===== src/rtl/sdio_sync_pkg.sv =====
// Shared constants for the SDIO receive-side event synchroniser.
// Optional level-channel glitch filter is enabled with SDIO_EVT_FILT_EN.
package sdio_sync_pkg;

    localparam logic SDIO_CH_TOGGLE = 1'b1;
    localparam logic SDIO_CH_LEVEL  = 1'b0;

    localparam int SYNC_MAX     = 4;
    localparam int CNT_W_MAX    = 8;
    localparam int FILT_LEN_DEF = 3;

    // Saturation value of a pending counter of the given width.
    function automatic int cnt_max(input int width);
        return (1 << width) - 1;
    endfunction

endpackage


===== src/rtl/sdio_evt_chan.sv =====
// One synchroniser channel: toggle/event path with pending counter, or level path.
// Level path adds a glitch filter when SDIO_EVT_FILT_EN is defined.
module sdio_evt_chan
    import sdio_sync_pkg::*;
#(
    parameter int   SYNC_STAGES = 2,
    parameter logic MODE        = SDIO_CH_TOGGLE,
    parameter int   CNT_W       = 4,
    parameter int   FILT_LEN    = FILT_LEN_DEF
) (
    input  logic             sys_clk,
    input  logic             rstn,
    input  logic             sys_rst,
    input  logic             async_in,
    input  logic             evt_pop,
    input  logic             ovf_clr,
    output logic             evt_pulse,
    output logic             evt_pend,
    output logic [CNT_W-1:0] evt_cnt,
    output logic             evt_ovf,
    output logic             lvl_out
);

    logic [SYNC_STAGES-1:0] sync_q;
    logic                   smp;

    always_ff @(posedge sys_clk or negedge rstn) begin
        if (!rstn) begin
            sync_q <= '0;
        end else if (sys_rst) begin
            sync_q <= '0;
        end else begin
            sync_q <= {sync_q[SYNC_STAGES-2:0], async_in};
        end
    end

    assign smp = sync_q[SYNC_STAGES-1];

    generate
        if (MODE == SDIO_CH_TOGGLE) begin : g_tog
            localparam logic [CNT_W-1:0] CNT_MAX = CNT_W'(cnt_max(CNT_W));

            logic             prev_q;
            logic [CNT_W-1:0] cnt_q;
            logic             ovf_q;
            logic             inc;
            logic             pop;
            logic             sat;

            assign inc = smp ^ prev_q;
            // A pop against an empty counter is simply dropped.
            assign pop = evt_pop & (cnt_q != '0);
            assign sat = (cnt_q == CNT_MAX);

            always_ff @(posedge sys_clk or negedge rstn) begin
                if (!rstn) begin
                    prev_q <= 1'b0;
                    cnt_q  <= '0;
                    ovf_q  <= 1'b0;
                end else if (sys_rst) begin
                    prev_q <= 1'b0;
                    cnt_q  <= '0;
                    ovf_q  <= 1'b0;
                end else begin
                    prev_q <= smp;
                    if (inc && !pop) begin
                        if (!sat) begin
                            cnt_q <= cnt_q + 1'b1;
                        end
                    end else if (!inc && pop) begin
                        cnt_q <= cnt_q - 1'b1;
                    end
                    // A new overflow beats a simultaneous clear.
                    if (inc && !pop && sat) begin
                        ovf_q <= 1'b1;
                    end else if (ovf_clr) begin
                        ovf_q <= 1'b0;
                    end
                end
            end

            assign evt_pulse = inc;
            assign evt_pend  = (cnt_q != '0);
            assign evt_cnt   = cnt_q;
            assign evt_ovf   = ovf_q;
            assign lvl_out   = 1'b0;
        end else begin : g_lvl
            logic unused_lvl_in;

            assign unused_lvl_in = evt_pop ^ ovf_clr;
            assign evt_pulse     = 1'b0;
            assign evt_pend      = 1'b0;
            assign evt_cnt       = '0;
            assign evt_ovf       = 1'b0;

`ifdef SDIO_EVT_FILT_EN
            localparam int FW = $clog2(FILT_LEN + 1);

            logic [FW-1:0] run_q;
            logic          lvl_q;

            // lvl_q only moves after smp has disagreed for FILT_LEN consecutive edges.
            always_ff @(posedge sys_clk or negedge rstn) begin
                if (!rstn) begin
                    run_q <= '0;
                    lvl_q <= 1'b0;
                end else if (sys_rst) begin
                    run_q <= '0;
                    lvl_q <= 1'b0;
                end else if (smp == lvl_q) begin
                    run_q <= '0;
                end else if (run_q == FW'(FILT_LEN - 1)) begin
                    run_q <= '0;
                    lvl_q <= smp;
                end else begin
                    run_q <= run_q + 1'b1;
                end
            end

            assign lvl_out = lvl_q;
`else
            assign lvl_out = smp;
`endif
        end
    endgenerate

endmodule


===== src/rtl/sdio_evt_sync.sv =====
// Multi-channel destination-clock event/level synchroniser for the SDIO core.
// Define SDIO_EVT_FILT_EN to add the glitch filter on level channels.
module sdio_evt_sync
    import sdio_sync_pkg::*;
#(
    parameter int             NCH         = 8,
    parameter int             SYNC_STAGES = 2,
    parameter logic [NCH-1:0] CHAN_MODE   = '1,
    parameter int             CNT_W       = 4,
    parameter int             FILT_LEN    = FILT_LEN_DEF
) (
    input  logic                 sys_clk,
    input  logic                 rstn,
    input  logic                 sys_rst,
    input  logic [NCH-1:0]       async_in,
    output logic [NCH-1:0]       evt_pulse,
    output logic [NCH-1:0]       evt_pend,
    output logic [NCH*CNT_W-1:0] evt_cnt,
    input  logic [NCH-1:0]       evt_pop,
    output logic [NCH-1:0]       evt_ovf,
    input  logic [NCH-1:0]       ovf_clr,
    output logic [NCH-1:0]       lvl_out
);

    genvar i;
    generate
        for (i = 0; i < NCH; i++) begin : g_chan
            sdio_evt_chan #(
                .SYNC_STAGES (SYNC_STAGES),
                .MODE        (CHAN_MODE[i]),
                .CNT_W       (CNT_W),
                .FILT_LEN    (FILT_LEN)
            ) u_chan (
                .sys_clk   (sys_clk),
                .rstn      (rstn),
                .sys_rst   (sys_rst),
                .async_in  (async_in[i]),
                .evt_pop   (evt_pop[i]),
                .ovf_clr   (ovf_clr[i]),
                .evt_pulse (evt_pulse[i]),
                .evt_pend  (evt_pend[i]),
                .evt_cnt   (evt_cnt[i*CNT_W +: CNT_W]),
                .evt_ovf   (evt_ovf[i]),
                .lvl_out   (lvl_out[i])
            );
        end
    endgenerate

endmodule

===== config.mk =====
export PLATFORM = sky130hd
export DESIGN_NAME = sdio_evt_sync
export DESIGN_NICKNAME = d
export VERILOG_FILES = /design/src/rtl/sdio_sync_pkg.sv /design/src/rtl/sdio_evt_chan.sv /design/src/rtl/sdio_evt_sync.sv
export SDC_FILE = /design/constraint.sdc
export NUM_CORES = 1
export LEC_CHECK = 0
export ABC_CLOCK_PERIOD_IN_PS = 3300
export BUFFER_PORTS_ARGS = -buffer_cell sky130_fd_sc_hd__buf_4
export CAP_MARGIN = 0
export CORE_UTILIZATION = 45
export CTS_CLUSTER_DIAMETER = 150
export CTS_CLUSTER_SIZE = 16
export DETAILED_ROUTE_END_ITERATION = 7
export PLACE_DENSITY = 0.7
export RECOVER_POWER = 25
export SETUP_SLACK_MARGIN = 0.02
export SLEW_MARGIN = 0
export SYNTH_ARGS = -nofsm -noshare
export SYNTH_HDL_FRONTEND = slang
export SYNTH_SLANG_ARGS = --single-unit

===== constraint.sdc =====
create_clock -name sys_clk -period 3.3 [get_ports sys_clk]
set_input_delay 0 -clock sys_clk [delete_from_list [all_inputs] [get_ports sys_clk]]
set_output_delay 0 -clock sys_clk [all_outputs]
set_load 0.01 [all_outputs]

==> results.sh <==
export IMPL_status="finished, violations left"
export IMPL_failed_checks="capacitance limit, slew limit"
export IMPL_worstReg2RegStart="g_chan[5].u_chan.evt_cnt[0]$_DFFE_PN0P_"
export IMPL_drtPass1Iterations=4
export IMPL_reg2reg_slack_ps=760
export IMPL_critPathLaunch="g_chan[5].u_chan.evt_cnt[0]$_DFFE_PN0P_"
export IMPL_finalWirelength_um=8310
export IMPL_slew_limit_headroom=-0.0687
export IMPL_cts_setup_buffers=0
export IMPL_io_pins=91
export IMPL_initial_core_util=0.466
export IMPL_synth_simple_area_share=0.181
export IMPL_synth_compound_area_frac=0.169
export IMPL_fillCellCount=792
export IMPL_holdPathStages=4
export IMPL_die_h_um=97.1
export IMPL_syn_cell_area_mm2=0.00407
export IMPL_viasPerCell=5.41
export IMPL_holdCritPathClass="input port to register"
export IMPL_ys_seq_area_frac=0.394
export IMPL_num_rows=34
export IMPL_layout_drive_gt1_share=0.178
export IMPL_multi_input_area_mm2=0.00207
export IMPL_synth_cell_types=57
export IMPL_setup_violations=0
export IMPL_area_growth_pct=20.3
export IMPL_rsz0062_at_grt="false"
export IMPL_synth_xor_area_frac=0.0366
export IMPL_synth_fa_ha_area_frac=0.0886
export IMPL_wire_per_inst_um=13.6
export IMPL_htreeDepth=3
export IMPL_antenna_found_initial=0
export IMPL_coreArea_mm2=0.00872
export IMPL_grt_first_pass_wirelength_um=14200
export IMPL_fin_worst_skew_ps=9.15
export IMPL_power_leakage_nw=2.34
export IMPL_ys_ff_latch=64
export IMPL_clk_pin_slew_ps=70
export IMPL_yosysWarnings=0
export IMPL_async_reset_ff_frac=1.00
export IMPL_drv_slew=65
export IMPL_dieArea_mm2=0.00942
export IMPL_crit_slowest_cell="o41a_1"
export IMPL_chipWidth_um=97.1
export IMPL_ant_nets=0
export IMPL_final_cell_mix="64 x dfrtp_1, 55 x buf_4, 37 x inv_1"
export IMPL_p_per_area_mw_per_mm2=790
export IMPL_path_cells="o41a_1 > nor2_1 > inv_1 > ha_1 > a21o_1 > a21oi_1 > mux2i_1 > o32ai_1"
export IMPL_clock_sinks=64
export IMPL_synth_edf_count=0
export IMPL_cts_buffers=9
export IMPL_fin_setup_tns_ps=0
export IMPL_root_buffer="clkbuf_8"
export IMPL_worstSkewPairLatency_ps=330
export IMPL_period_share=0.768
export IMPL_critPathRequiredTime_ps=3520
export IMPL_numPortBuffers=82
export IMPL_hold_viol=0
export IMPL_cp_max_fo=7
export IMPL_syn_instance_count=420
export IMPL_drt_iter0_drc=142
export IMPL_final_common_cell="dfrtp_1"
export IMPL_vdd_drop_max_mv=0.519
export IMPL_drc=0
export IMPL_dpl_hpwl_um=5730
export IMPL_gr_usage_all_layers=0.182
export IMPL_reg2reg_to="g_chan[5].u_chan.evt_cnt[3]$_DFFE_PN0P_"
export IMPL_endpoint="g_chan[5].u_chan.evt_cnt[3]$_DFFE_PN0P_"
export IMPL_power_mw=3.86
export IMPL_syn_avg_cell_area_um2=9.68
export IMPL_register_area_mm2=0.00160
export IMPL_cts_tree="built"
export IMPL_synth_top_family_by_area="simple AND/OR/NAND/NOR gates"
export IMPL_grt_overflow=0
export IMPL_num_vias=3297
export IMPL_cp_arrival_ps=2760
export IMPL_cts_buffer_depth=2
export IMPL_worst_setup_path_end_kind="register"
export IMPL_synthMuxAreaShare=0.0258
export IMPL_fmax_mhz=394
export IMPL_gp_congestion=0.891
export IMPL_finalCriticalPeriod_ps=2540
export IMPL_grt_max_degree=65
export IMPL_slowest_delay_ps=490
export IMPL_antenna_cells=0
export IMPL_fin_nets=548
export IMPL_worstSetupStartpointType="register"
export IMPL_grt_pass1_vias=3146
export IMPL_r2r_cells=8
export IMPL_ys_flop_type="dfrtp_1"
export IMPL_tightest_slew_ps=1600
export IMPL_crit_type="register to register"
export IMPL_cap_violations=1
synth_stat cells, types with 3 or more instances:
cell type / instances / area (um^2)
dfrtp_1: 64 / 1600
inv_1: 37 / 139
buf_4: 32 / 240
nor2b_1: 32 / 200
a21oi_1: 26 / 130
nor2_1: 22 / 82.6
nand3_1: 17 / 85.1
ha_1: 16 / 200
nand2_1: 16 / 60.1
xnor2_1: 15 / 131
o21ai_0: 14 / 70.1
nor3_1: 13 / 65.1
or4_1: 9 / 67.6
fa_1: 8 / 160
a21o_1: 7 / 52.6
o41a_1: 7 / 78.8
and2_1: 6 / 37.5
clkbuf_1: 6 / 22.5
mux2i_1: 6 / 60.1
a211oi_1: 5 / 37.5
and4_1: 5 / 43.8
o311a_1: 5 / 50.1
or3_1: 5 / 31.3
nand4_1: 3 / 18.8
worst max-delay path: cells and delay by family, from the launching register on:
family | cells | cell delay (ps)
AO/OA/AOI/OAI | 4 | 1180
flip-flops | 1 | 460
AND/OR/NAND/NOR | 1 | 270
multiplexers | 1 | 110
adder cells (fa/ha/maj) | 1 | 290
buffers and inverters | 1 | 120
sequential cells by signal (all words and copies together) (netlist names):
signal / count
g_chan.u_chan.sync_q: 16
g_chan.u_chan.g_tog.prev_q: 8
g_chan.u_chan.evt_cnt: 32
g_chan.u_chan.evt_ovf: 8
area by class of cell:
cell class                 count  share of cell area
clock buffer                  12              0.0317
clock inverter                 3              0.0133
inverter                      37              0.0284
multi-input combinational    285               0.423
sequential                    64               0.327
tap                          108              0.0276
timing repair buffer         100               0.148
worst min path at each step:
stage	startpoint	end	slack (ps)
floorplan	rstn	g_chan[0].u_chan.evt_cnt[0]$_DFFE_PN0P_	-300
global placement	rstn	g_chan[6].u_chan.evt_cnt[0]$_DFFE_PN0P_	160
detailed placement	rstn	g_chan[6].u_chan.evt_cnt[0]$_DFFE_PN0P_	160
CTS	evt_pop[6]	g_chan[6].u_chan.evt_cnt[3]$_DFFE_PN0P_	80
global route	evt_pop[6]	g_chan[6].u_chan.evt_cnt[3]$_DFFE_PN0P_	110
finish	evt_pop[6]	g_chan[6].u_chan.evt_cnt[3]$_DFFE_PN0P_	100
report_power, final:
group          internal [mW]  total, mW  switching (mW)
sequential             0.948       1.25           0.302
combinational          0.946       1.87           0.924
clock                  0.462      0.744           0.282
per-stage QoR:
step            util  hold slack [ps]  instance area (um^2)  instances  setup slack, ps
3_3_place_gp   0.523              160                  4560        576              885
6_report       0.561             99.9                  4890        609              765
5_1_grt        0.561              112                  4890        609              585
3_5_place_dp   0.523              159                  4560        576              771
4_1_cts        0.569             81.1                  4960        609              774
2_1_floorplan      -             -296                  4090        427              982
per-layer routing:
layer,wire [um],part of all wire,GRT usage,up-vias
li1,-,-,-,1611
met1,3820,0.46,0.232,1619
met2,4160,0.50,0.309,57
met3,241,0.029,0.0295,10
met4,94,0.011,0.0723,0
met5,0,0,0,-
logic make-up (layout without fill, tap and decap cells):
family,count (synthesis),after routing
adders and majority gates,24,24
other,1,8
xor gates and xnor gates,17,17
and+or+nand+nor,135,135
muxes,9,9
DFF,64,64
AOI/OAI and AO/OA,92,92
buffers and inverters,78,152
what timing repair did:
action | 4_1_cts | 5_1_grt
hold buffers | 18 | 0
setup endpoints to repair | 0 | 0
resized for setup | 0 | 0
hold endpoints to repair | 81 | 0
Note: power is estimated with default switching activity, not from simulation.
